===== src/rtl/uart_tx_fifo.sv =====
// UART transmitter with a circular-buffer front end.
// Bytes pushed on wr are queued and then sent as 8N1 frames on tx, paced by a
// 16x oversampling tick. full/empty let the producer throttle itself.
module uart_tx_fifo #(
    parameter int NB_DATA = 8,   // data bits per frame and FIFO word width
    parameter int W       = 4,   // FIFO address bits, depth = 2**W
    parameter int SB_TICK = 16   // s_ticks in the stop bit
) (
    input  logic               clk,
    input  logic               reset,
    input  logic               s_tick,
    input  logic               wr,
    input  logic [NB_DATA-1:0] w_data,
    output logic               full,
    output logic               empty,
    output logic               busy,
    output logic               tx_done_tick,
    output logic               tx
);

    localparam int DEPTH = 2 ** W;
    // The tick counter must reach 15 for data bits and SB_TICK-1 for the stop bit.
    localparam int CW = (SB_TICK > 16) ? $clog2(SB_TICK) : 4;
    localparam int NW = (NB_DATA > 1) ? $clog2(NB_DATA) : 1;

    localparam logic [CW-1:0] BIT_LAST  = CW'(15);
    localparam logic [CW-1:0] STOP_LAST = CW'(SB_TICK - 1);
    localparam logic [NW-1:0] IDX_LAST  = NW'(NB_DATA - 1);

    typedef enum logic [1:0] {IDLE, START, DATA, STOP} state_t;

    // ------------------------------------------------------------------
    // FIFO
    // ------------------------------------------------------------------
    logic [NB_DATA-1:0] mem [DEPTH];
    logic [W-1:0]       w_ptr, r_ptr;
    logic [W-1:0]       w_ptr_inc, r_ptr_inc;
    logic               push, pop;

    assign w_ptr_inc = w_ptr + W'(1);
    assign r_ptr_inc = r_ptr + W'(1);
    // A write into a full buffer is only taken when the transmitter frees a slot
    // in the same cycle.
    assign push = wr & (~full | pop);

    // Storage write port.
    // NOTE: the storage array is deliberately not reset; the pointers and flags
    // alone decide which words are valid, and a resettable array costs a lot.
    always_ff @(posedge clk) begin
        if (push) mem[w_ptr] <= w_data;
    end

    // Pointer and occupancy-flag update.
    always_ff @(posedge clk or posedge reset) begin
        if (reset) begin
            w_ptr <= '0;
            r_ptr <= '0;
            full  <= 1'b0;
            empty <= 1'b1;
        end else begin
            case ({push, pop})
                2'b10: begin
                    w_ptr <= w_ptr_inc;
                    empty <= 1'b0;
                    full  <= (w_ptr_inc == r_ptr);
                end
                2'b01: begin
                    r_ptr <= r_ptr_inc;
                    full  <= 1'b0;
                    empty <= (r_ptr_inc == w_ptr);
                end
                2'b11: begin
                    // Occupancy unchanged, so both flags hold.
                    w_ptr <= w_ptr_inc;
                    r_ptr <= r_ptr_inc;
                end
                default: ;
            endcase
        end
    end

    // ------------------------------------------------------------------
    // Transmit FSM
    // ------------------------------------------------------------------
    state_t             state, state_next;
    logic [CW-1:0]      s_reg, s_next;
    logic [NW-1:0]      n_reg, n_next;
    logic [NB_DATA-1:0] b_reg, b_next;
    logic               tx_next;

    // State, counters, shift register and registered line output.
    // NOTE: sequential state uses non-blocking assignments so every register
    // samples the pre-edge values regardless of statement order.
    always_ff @(posedge clk or posedge reset) begin
        if (reset) begin
            state <= IDLE;
            s_reg <= '0;
            n_reg <= '0;
            b_reg <= '0;
            tx    <= 1'b1;
        end else begin
            state <= state_next;
            s_reg <= s_next;
            n_reg <= n_next;
            b_reg <= b_next;
            tx    <= tx_next;
        end
    end

    // Next-state, counter and pop decisions.
    // NOTE: every output of this block gets a default first, so no path leaves
    // one unassigned and no latch is inferred; blocking assignments are correct here.
    always_comb begin
        state_next   = state;
        s_next       = s_reg;
        n_next       = n_reg;
        b_next       = b_reg;
        pop          = 1'b0;
        tx_done_tick = 1'b0;
        case (state)
            IDLE: begin
                if (!empty) begin
                    pop        = 1'b1;
                    b_next     = mem[r_ptr];
                    s_next     = '0;
                    state_next = START;
                end
            end
            START: begin
                if (s_tick) begin
                    if (s_reg == BIT_LAST) begin
                        s_next     = '0;
                        n_next     = '0;
                        state_next = DATA;
                    end else begin
                        s_next = s_reg + CW'(1);
                    end
                end
            end
            DATA: begin
                if (s_tick) begin
                    if (s_reg == BIT_LAST) begin
                        s_next = '0;
                        b_next = b_reg >> 1;
                        if (n_reg == IDX_LAST) state_next = STOP;
                        else                   n_next     = n_reg + NW'(1);
                    end else begin
                        s_next = s_reg + CW'(1);
                    end
                end
            end
            STOP: begin
                if (s_tick) begin
                    if (s_reg == STOP_LAST) begin
                        tx_done_tick = 1'b1;
                        state_next   = IDLE;
                    end else begin
                        s_next = s_reg + CW'(1);
                    end
                end
            end
            default: state_next = IDLE;
        endcase
    end

    // Line level for the state being entered, so tx is registered yet aligned
    // with the state it belongs to.
    always_comb begin
        case (state_next)
            START:   tx_next = 1'b0;
            DATA:    tx_next = b_next[0];
            default: tx_next = 1'b1;
        endcase
    end

    assign busy = (state != IDLE);

endmodule

===== config.mk =====
export PLATFORM = sky130hd
export DESIGN_NAME = uart_tx_fifo
export DESIGN_NICKNAME = d
export VERILOG_FILES = /design/src/rtl/uart_tx_fifo.sv
export SDC_FILE = /design/constraint.sdc
export NUM_CORES = 1
export LEC_CHECK = 0
export ABC_AREA = 1
export CAP_MARGIN = 20
export CORE_MARGIN = 3
export CORE_UTILIZATION = 47
export CTS_CLUSTER_DIAMETER = 120
export DETAILED_ROUTE_END_ITERATION = 10
export GPL_TIMING_DRIVEN = 1
export PLACE_DENSITY = 0.62
export SLEW_MARGIN = 20
export SYNTH_ARGS = -nofsm -noshare
export SYNTH_HDL_FRONTEND = slang
export SYNTH_SLANG_ARGS = --single-unit

===== constraint.sdc =====
create_clock -name clk -period 4.31 [get_ports clk]
set_input_delay 1.293 -clock clk [delete_from_list [all_inputs] [get_ports clk]]
set_output_delay 1.293 -clock clk [all_outputs]
set_load 0.02 [all_outputs]

-- Word-level counts from Yosys, hierarchy flattened
Memories as Yosys holds them, arrays and structs flattened.
Cells that the tools add are included.
- register bits after elaboration: 28
- memory bits (writable): 128
- output and inout port bits: 5
- memories kept: 1
- memories (name ; depth ; bits a word ; read ports ; clocked after Yosys merged registers in ; write ports ; line ; text):
    mem ; 16 ; 8 ; 1 ; 0 ; 1 ; 35 ; logic [NB_DATA-1:0] mem [DEPTH];
- add/subtract/negate cells: 4
- eq/ne operators: 21
- multiplexer cells: 35
- bitwise gates (word level): 3
- reduce and logical (&&, ||, !) cells: 11
- operators by type and width (operator ; count):
    $mux 8 ; 3
    $mux 4 ; 5
    $mux 2 ; 8
    $ne 2x2->1 const B ; 8
    $pmux 8 s2 ; 1
    $mux 3 ; 5
    $add 4x1->4 const B ; 3
    $pmux 4 s3 ; 1
    $eq 2x2->1 const B ; 5
    $eq 4x4->1 ; 2
    $pmux 2 s4 ; 1
    $reduce_and 4->1 ; 2
    $reduce_bool 2->1 ; 4
    $mux 1 ; 7
    $eq 2x1->1 const B ; 3
    $pmux 1 s2 ; 3
    $pmux 3 s2 ; 1
    $reduce_and 6->1 ; 1
    $reduce_or 2->1 ; 3
    $eq 4x4->1 const B ; 1
    $add 3x1->3 const B ; 1
    $eq 3x3->1 const B ; 1
    $logic_not 2->1 ; 1
    $ne 2x1->1 const B ; 1
    other kinds (3) ; 3

-- Longest topological paths before layout
- depth after elaboration: 7
- gate-level depth with buffers: 12
- gate-level depth less buffers: 12

-- Worst setup path after synthesis
Ideal clock, no wire load.
- kind: input port to output port
- from: input s_tick
- to: output tx_done_tick
- arrival time: 1.630 ns
- data required time: 3.017 ns
- setup slack: 1.387 ns
- cell stages on the path: 2
- path buffers: 0
- path through: inv_1 > nor2_1
- cells in the longest elaborated chain, start to end: 2
- ends and longest elaborated chain (item ; line ; text):
    start: declaration ; 11 ; input logic s_tick,
    $mux 1 ; 153 ; if (s_tick) begin
    $mux 1 ; 120 ; case (state)
    end: declaration ; 17 ; output logic tx_done_tick,
Every way passes these cells.

-- Worst setup path in the final report
Ends and elaborated chain as after synthesis.

==> results.yml <==
yosys:
  synth_adder_area_share: 0.0270
  post_synth_xor_area_fraction: 0.0175
  synth_seq_area_share: 0.655
  synth_top_family_by_area: "simple AND/OR/NAND/NOR gates"
  post_synth_num_cell_types: 28
  post_synth_mux_area_share: 0
  yosys_warnings: 0
  synthesis.area_per_instance_um2: 10.5
  asyncSetResetFlopFracSynth: 0.179
  synth_nets: 685
  netlist_area_before_placement_mm2: 0.00694
  synth_enable_flop_cells: 128
  synth_compound_gate_area_share: 0.0712
  yosys_most_used_dff: "sky130_fd_sc_hd__edfxtp_1"
  synth_simple_gate_area_share: 0.173
  yosys_register_bits: 156
  synthCells: 658
worst_setup_path:
  worst_r2r_path_depth: 11
  critPathCaptureType: "output port"
  regToRegSetupSlack_ns: 1.56
  path_buf_inv: 3
  critical_path_fanouts_max: 5
  worst_r2r_endpoint: "mem[10][4]"
  startpoint: "s_tick"
  cp_common_cell: "sky130_fd_sc_hd__clkdlybuf4s50_1"
  path_class: "input pin to output port"
  worst_path_largest_cell_delay_ns: 0.60
  crit_path_cell_trace: "clkdlybuf4s50_1 -> inv_1 -> nor2_1 -> clkdlybuf4s50_1"
  critical_path_rt_ns: 3.02
  cp_top_family: "buffers and inverters"
  critical_path.startpoint_type: "input pin"
  data_arrival_time_of_the_critical_path_ns: 2.62
  crit-reg2reg-launch: "state[1]"
  cp_slowest_cell: "sky130_fd_sc_hd__clkdlybuf4s50_1"
final_layout:
  fin_nets: 697
  insertedDiodeCount: 0
  largest_reg_flops: 128
  syn_to_final_growth_pct: 12.3
  finalCoreUtilization: 0.551
  fraction_of_layout_instances_using_a_drive_strength_above_1: 0.0644
grt:
  grt_start_max_net_pins: 86
  grt_overflow_total: 0
  initial_antenna_violation_count: 0
  first_pass_grt_wire_length_um: 23400
  globalRouteTotalUtil: 0.192
  first_global_vias: 4548
route:
  detail-route-antenna-nets: 0
  remaining_drcs: 0
  vias_after_detailed_routing: 4686
  routed_wire_length_um: 14800
  first_pass_iters: 5
  avgViaCountPerCell: 5.43
  drt_iter0_drc: 369
  wire_per_inst_um: 17.1
power_and_ir_drop:
  power_density_mw_per_mm2: 684
  total_leakage_power_nw: 3.05
  switchingPower_w: 0.00199
  comb_power_frac: 0.349
  power.sequential.fraction: 0.374
  intPower_w: 0.00334
  clkPwrFrac: 0.278
  power.ir.vdd_worst_mv: 0.330
  power_switching_share: 0.373
clock_network:
  htreeDepth: 4
  postCtsResizedCells: 0
  cts_tree: "done"
  post_cts.repair.setup_buffers: 0
  cts.clk_slew.worst_paths_ns: 0.06
  cts_buffer_depth: 2
  post_cts_hold_buffer_count: 0
  source_to_sink_clock_delay_at_the_later_pin_of_the_worst_skew_pair_ns: 0.42
  sinks_on_the_clock_net: 156
  cts_bufs_inserted: 17
  clock-root-buffer: "sky130_fd_sc_hd__clkbuf_16"
hold_path:
  min-delay-path-class: "flip-flop to flip-flop"
  hold_path_startpoint: "b_reg[0]"
  hold_path_depth: 2
  min_to: "b_reg[0]"
die:
  boundary_pin_count: 17
  std_cell_rows: 43
  die_outline_area_mm2: 0.0163
  fp.dieH_um: 128
  die_w_um: 128
  core_area_mm2: 0.0141
  initial_utilization: 0.490
sta:
  post_layout_minimum_cycle_time_ns: 3.92
  unrepaired_setup_endpoints_after_global_routing: "false"
  setup_viol: 0
  relSlewSlack: 0.423
  layout_worst_path_cycle_share: 0.908
  timing.final.hold_violations: 0
  fmax_mhz: 255
  finalClockSkew_ns: 0.00797
  slew_viol_final: 0
  finalSetupTns_ns: 0
  tightest_slew_ns: 0.866
placement:
  place.port_buffers: 16
  routabilityCongestion: 0.887
  detailed_place_hpwl_um: 9430
flow_run:
  cap_violations: 0
status:
  status: "complete, no violations"
-- metrics by stage --
stage	instance area, µm²	hold WS (ns)	power [W]	cells	setup WS [ns]
floorplan	6940	0.449	0.00338	658	1.39
global placement	7210	0.469	0.00382	831	0.397
detailed placement	7210	0.487	0.00386	831	0.398
CTS	7790	0.502	0.00534	863	0.393
global route	7790	0.536	0.00567	863	0.283
finish	7790	0.495	0.00533	863	0.395
-- power groups by stage --
stage          Sequential [W]  Combinational (W)  Clock [W]
2_1_floorplan         0.00197            0.00140          0
3_3_place_gp          0.00201            0.00180          0
3_5_place_dp          0.00202            0.00184          0
4_1_cts               0.00199            0.00186    0.00150
5_1_grt               0.00201            0.00210    0.00156
6_report              0.00199            0.00186    0.00148
-- final cells by class --
cell class / instances / area [µm²]
Sequential cell: 156 / 4550
Multi-Input combinational cell: 411 / 2010
Timing Repair Buffer: 20 / 190
Inverter: 64 / 240
Fill cell: 1213 / 6360
Clock inverter: 13 / 150
Tap cell: 180 / 225
Clock buffer: 19 / 433
-- per-layer routing --
layer  share of wire  up-vias  track usage
met5               0        -            0
met1            0.44     2301        0.249
met3           0.047       21       0.0368
li1                -     2242            -
met4           0.018        0       0.0694
met2            0.50      122        0.323
-- tightest hold or removal path: stages (launching register included) --
cell	delay (ns)
sky130_fd_sc_hd__dfrtp_1	0.32
sky130_fd_sc_hd__a32oi_1	0.05
sky130_fd_sc_hd__nand2_1	0.08
-- worst max-delay path by stage --
stage / to / slack (ns) / cells past startpoint
final: tx_done_tick / 0.39 / 4
after floorplan: tx_done_tick / 1.39 / 2
after detailed placement: tx_done_tick / 0.40 / 4
after CTS: tx_done_tick / 0.39 / 4
after global placement: tx_done_tick / 0.40 / 4
after global routing: tx_done_tick / 0.28 / 4
-- cells in the mapped netlist (4+ instances only) --
| cell type | number | area share |
|---|---|---|
| sky130_fd_sc_hd__buf_4 | 7 | 0.0076 |
| sky130_fd_sc_hd__nand2_1 | 137 | 0.074 |
| sky130_fd_sc_hd__o211ai_1 | 12 | 0.013 |
| sky130_fd_sc_hd__a21oi_1 | 16 | 0.012 |
| sky130_fd_sc_hd__o21ai_1 | 19 | 0.014 |
| sky130_fd_sc_hd__nor2_1 | 86 | 0.047 |
| sky130_fd_sc_hd__inv_1 | 59 | 0.032 |
| sky130_fd_sc_hd__nand3_1 | 62 | 0.045 |
| sky130_fd_sc_hd__ha_1 | 15 | 0.027 |
| sky130_fd_sc_hd__clkbuf_1 | 4 | 0.0022 |
| sky130_fd_sc_hd__buf_2 | 14 | 0.010 |
| sky130_fd_sc_hd__dfrtp_1 | 26 | 0.094 |
| sky130_fd_sc_hd__or2_2 | 6 | 0.0054 |
| sky130_fd_sc_hd__edfxtp_1 | 128 | 0.55 |
| sky130_fd_sc_hd__xor2_1 | 9 | 0.011 |
| sky130_fd_sc_hd__o21ai_0 | 36 | 0.026 |
-- layout by cell type, fill, tap and decap left out, types with 17 or more instances in the layout --
| master | n |
|---|---|
| sky130_fd_sc_hd__dfrtp_1 | 25 |
| sky130_fd_sc_hd__edfxtp_1 | 128 |
| sky130_fd_sc_hd__nand3_1 | 62 |
| sky130_fd_sc_hd__o21ai_0 | 36 |
| sky130_fd_sc_hd__o21ai_1 | 19 |
| sky130_fd_sc_hd__inv_1 | 59 |
| sky130_fd_sc_hd__clkbuf_16 | 17 |
| sky130_fd_sc_hd__nand2_1 | 137 |
| sky130_fd_sc_hd__nor2_1 | 86 |
-- cell families after synthesis --
group,after synthesis
buffers and inverters,91
adder cells (fa/ha/maj),15
XOR/XNOR,13
AND/OR/NAND/NOR,294
AO/OA/AOI/OAI,89
flip-flops,156
Note: power is estimated with default switching activity, not from simulation.
==> patch 1: new RTL, same flow settings <==
Reset style: synchronous (`reset`), changed in 2 clocked blocks.
--- a/src/rtl/uart_tx_fifo.sv
+++ b/src/rtl/uart_tx_fifo.sv
@@ -53,3 +53,3 @@
     // Pointer and occupancy-flag update.
-    always_ff @(posedge clk or posedge reset) begin
+    always_ff @(posedge clk) begin
         if (reset) begin
@@ -93,3 +93,3 @@
     // samples the pre-edge values regardless of statement order.
-    always_ff @(posedge clk or posedge reset) begin
+    always_ff @(posedge clk) begin
         if (reset) begin
Formal check against the unedited RTL: differs if reset is asserted again (counterexample within 4 cycles, from zero or initial values and one cycle with reset high); with reset held inactive, the same outputs for 10 cycles.
==> patch 1 against the original RTL <==
- area after synthesis decreased by 0.85%
- synthesized cell count decreased by 1.5%
- worst setup slack got worse by 0.093 ns
- largest power group unchanged
- first-iteration DRC count increased by 12%
- cell count decreased by 1.3%
- sequential cell count increased by 4
- critical path depth unchanged
- sequential share of layout area increased by 0.11 points
- total power decreased by 13%
- wire length increased by 1.3%
- design area decreased by 1.6%
- global-route usage decreased by 0.054 points
- largest cell class unchanged
==> patch 1: results (changes against the original RTL) <==
----------------------------------------------------
[Run status]
  Status ... completed

[Synthesis]
  Distinct cells, synth ... 31 (+11%)
  Most used standard cells in the synthesized netlist ... nand2_1 (145), edfxtp_1 (128), nand3_1 (113), nor2_1 (53), inv_1 (36)
  Total number of yosys warnings ... 0 (unchanged)
  Number of enable flip-flop cells after synthesis ... 128 (unchanged)
  FFs w/ async S/R, synth ... 0% (-18 points)
  Cell types with the largest area share after synthesis ... edfxtp_1 (56%), dfxtp_1 (9.3%), nand3_1 (8.2%)
  Net count after synthesis ... 675 (-1.5%)
  Number of instances in the synthesized netlist ... 648 (-1.5%)
  Seq/Total Area, Yosys ... 65.2% (-0.35 points)

[Critical path]
  Critical Path AT ... 2.72 ns (+0.10 ns)
  Destination of the worst register-to-register timing path ... mem[6][7]
  Beginning of the worst register-to-register path ... state[1]
  Worst R2R Path Depth ... 10 (-1)
  Minimum setup slack among reg-to-reg paths ... 1.46 ns (-0.10 ns)
  Slowest CP cell ... clkdlybuf4s50_1
  CP peak stage delay ... 0.60 ns (about the same)

[Pwr]
  Standby leakage power ... 2.83 nW (-7.1%)
  Net switching component of the power ... 1.61 mW (-19%)
  VDD IR max ... 0.282 mV (-15%)

[Placement]
  Worst slack, placed ... 0.294 ns (-0.104 ns)
  DP HPWL ... 9.41 mm (-0.28%)
  Placed instance count ... 820 (-1.3%)
  Global placement routability congestion ... 0.870 (-1.9%)
  Post-detailed-placement cell area ... 0.00714 mm2 (-0.94%)

[STA]
  Worst slew slack as a fraction of its limit ... 47.2% (+4.9 points)
  Worst hold margin ... 0.467 ns (-0.0276 ns)
  Worst clock skew ... 0.00759 ns (-0.000381 ns)

[Hold path]
  Beginning of the worst hold path ... b_reg[7]
  Endpoint with the worst hold slack ... b_reg[7]
  Classification of the worst-slack hold path ... register to register
  Min-Delay Path Depth ... 2 (unchanged)

[GRT]
  Largest net degree at the start of global routing ... 66 (-23%)
  GRT Overall Usage ... 19.1% (-0.054 points)
  Number of global-route vias before repair ... 4500 (-1.1%)
  Wire length of the first global-routing pass ... 23.4 mm (about the same)

[Finish]
  Fraction of layout cells with a size suffix above 1 ... 7.14% (+0.70 points)
  Antenna diode instance count ... 0 (unchanged)
  Net count of the finished layout ... 686 (-1.6%)

[Routing]
  Vias ... 4660 (-0.55%)
  DRC violation total after the first TritonRoute iteration ... 415 (+12%)
  Post-DR vias/cell ... 5.47 (+0.73%)
  Total Wirelength ... 15.0 mm (+1.3%)

[Clocking]
  Setup repair bufs after CTS ... 0 (unchanged)
  CTS H-Tree Depth ... 4 (unchanged)
  Quantity of gates resized following cts ... 0 (unchanged)

----------------------------------------------------
-- patch 1: power by group through the flow --
stage	Combinational (mW)	Clock (mW)	Sequential [mW]
after floorplan	0.972	0	1.95
after global placement	1.30	0	1.98
after detailed placement	1.32	0	1.99
after CTS	1.33	1.37	1.95
after global routing	1.48	1.44	1.97
final	1.33	1.35	1.95
-- patch 1: final cells by class --
type | count | area [um2]
repair buffers | 20 | 190
multi-input cells | 418 | 2080
clock inverters | 14 | 100
inverters | 42 | 158
clock buffers | 18 | 429
flip-flops and latches | 160 | 4490
well taps | 180 | 225
fillers | 1236 | 6420
-- patch 1: cell families after synthesis --
| family | count (synthesis) | share of synthesized area, % |
|---|---|---|
| AOI/OAI and AO/OA | 75 | 6.15 |
| xor gates and xnor gates | 10 | 1.27 |
| adders and majority gates | 15 | 2.73 |
| buffers and inverters | 70 | 4.53 |
| DFF | 160 | 65.2 |
| and+or+nand+nor | 318 | 20.1 |
-- patch 1: how the worst max path moves through the flow --
stage / end / from / depth (start not counted) / slack [ns]
global route: tx_done_tick / s_tick / 4 / 0.24
global placement: tx_done_tick / s_tick / 4 / 0.30
CTS: tx_done_tick / s_tick / 4 / 0.29
floorplan: tx_done_tick / s_tick / 2 / 1.27
detailed placement: tx_done_tick / s_tick / 4 / 0.29
finish: tx_done_tick / s_tick / 4 / 0.30
-- patch 1: per-layer routing --
metal  up-vias  wire [um]  GRT usage (%)
li1       2265          -              -
met1      2224       6430           25.7
met2       150       7340           31.3
met3        21        971           4.31
met4         0        243           6.06
met5         -          0              0
-- patch 1: worst max-delay path, delay by kind of cell --
| kind | cells | cell delay, ns |
|---|---|---|
| AND/OR/NAND/NOR | 2 | 0.22 |
| buffers and inverters | 2 | 1.20 |
==> patch 2: new RTL, config.mk and constraints unchanged <==
Without the edit above. The parameter `W` goes from 4 to 3.
--- a/src/rtl/uart_tx_fifo.sv
+++ b/src/rtl/uart_tx_fifo.sv
@@ -5,3 +5,3 @@
     parameter int NB_DATA = 8,   // data bits per frame and FIFO word width
-    parameter int W       = 4,   // FIFO address bits, depth = 2**W
+    parameter int W       = 3,   // FIFO address bits, depth = 2**W
     parameter int SB_TICK = 16   // s_ticks in the stop bit
Behaviour: not the same (Yosys sat finds a counterexample within 10 cycles, from zero or initial values and one cycle with reset high).
==> patch 2 against the original RTL <==
- combinational power shrank 30%
- area after synthesis shrank 40%
- worst setup slack lost 0.19 ns
- wire length shrank 46%
- synthesized cell count shrank 37%
- sequential cell count shrank 66
- design area shrank 41%
- total power shrank 42%
- largest cell class unchanged
- largest power group is now combinational cells
- highest routed layer unchanged
==> patch 2: results (changes against the original RTL) <==
----------------------------------------------------
[Placement]
  Post-detailed-placement cell area ... 0.00440 mm2 (-39%)
  Worst slack, placed ... 0.218 ns (-0.180 ns)
  DP HPWL ... 5.38 mm (-43%)
  Global placement routability congestion ... 0.876 (-1.3%)

[Synthesis]
  Cell types with the largest area share after synthesis ... edfxtp_1 (46%), dfrtp_1 (14%), nand2_1 (9.4%)
  Net count after synthesis ... 438 (-36%)
  Number of enable flip-flop cells after synthesis ... 64 (-50%)
  Most used standard cells in the synthesized netlist ... nand2_1 (104), edfxtp_1 (64), nor2_1 (43), o21ai_0 (33), inv_1 (31)
  FFs w/ async S/R, synth ... 28.9% (+11 points)
  Distinct cells, synth ... 30 (+7.1%)
  Seq/Total Area, Yosys ... 61.8% (-3.7 points)

[Routing]
  Post-DR vias/cell ... 5.17 (-4.7%)
  Routed length on met2 ... 3.71 mm (-50%)
  Total Wirelength ... 8.00 mm (-46%)
  Drt first pass iters ... 4 (-1)
  Wire length on met3 ... 381 um (-46%)
  Routed metal-1 wire length ... 3.83 mm (-40%)

[Job]
  Maximum capacitance violations ... 0 (unchanged)

[GRT]
  Largest net degree at the start of global routing ... 37 (-57%)
  Number of global-route vias before repair ... 2738 (-40%)
  Global Route met3 Usage ... 3.06% (-0.62 points)
  GRT Overall Usage ... 17.4% (-1.8 points)
  GR Util met1 ... 24.9% (+0.071 points)
  Wire length of the first global-routing pass ... 13.6 mm (-42%)
  Met2 track utilization from global routing ... 26.4% (-6.0 points)

[Pwr]
  VDD IR max ... 0.249 mV (-24%)
  Power Clock ... 0.546 mW (-63%)
  Cell Int Power ... 1.80 mW (-46%)
  Combinational fraction of design power ... 42.1% (+7.2 points)
  Standby leakage power ... 1.88 nW (-38%)

[Finish]
  Max FFs per register ... 64 (-50%)
  Fraction of layout cells with a size suffix above 1 ... 9.22% (+2.8 points)
  Fill cell count ... 776 (-36%)
  Net count of the finished layout ... 453 (-35%)

[Run status]
  Status ... completed

[STA]
  Worst clock skew ... 0.0109 ns (+0.00294 ns)

[Clocking]
  Number of buffers created by CTS ... 9 (-8)
  CTS H-Tree Depth ... 3 (-1)
  Cell chosen for the clock root ... clkbuf_8
  Clock input transition at the sequential cells of the worst setup and hold paths ... 0.09 ns (+0.03 ns)

----------------------------------------------------
## patch 2: cell count changes after synthesis, moves of 4 or more
| cell | change |
|---|---|
| nand3_1 | -33 |
| clkbuf_1 | -4 |
| o211ai_1 | -12 |
| inv_1 | -28 |
| or2_2 | -5 |
| o21ai_1 | -14 |
| edfxtp_1 | -64 |
| nor2_2 | +4 |
| nand2_1 | -33 |
| buf_4 | -7 |
| xor2_1 | -5 |
| nor2_1 | -43 |
## patch 2: critical path, cell delays in order
cell,delay (ns)
clkdlybuf4s50_1,0.57
nand4_1,0.21
nor2_1,0.14
clkdlybuf4s50_1,0.61
## patch 2: metrics by stage
step,hold slack (ns),std cells,util [%]
finish,0.490,539,54.5
global route,0.536,539,54.5
CTS,0.498,539,54.5
detailed placement,0.472,523,52.2
global placement,0.465,523,52.2
floorplan,0.449,414,-
## patch 2: final cells by class
type                       count  area share, %
sequential                    90           56.1
multi-input combinational    272           29.9
timing repair buffer          18           3.81
inverter                      38           3.11
tap                          105           2.86
clock buffer                   9           2.70
clock inverter                 7           1.53
## patch 2: path summary, 6_finish.rpt
check | from | slack (ns) | end
max | s_tick | 0.21 | tx_done_tick
min | b_reg[7] | 0.49 | b_reg[7]
max reg2reg | state[1] | 1.66 | mem[5][1]
min reg2reg | b_reg[7] | 0.49 | b_reg[7]
max in group asynchronous | reset | 2.63 | empty
min in group asynchronous | reset | 1.31 | full
## patch 2: cell families after synthesis
| kind of cell | synth area share (%) |
|---|---|
| adders and majority gates | 3.60 |
| AOI/OAI and AO/OA | 8.95 |
| and+or+nand+nor | 19.0 |
| DFF | 61.8 |
| buffers and inverters | 5.22 |
| xor gates and xnor gates | 1.47 |
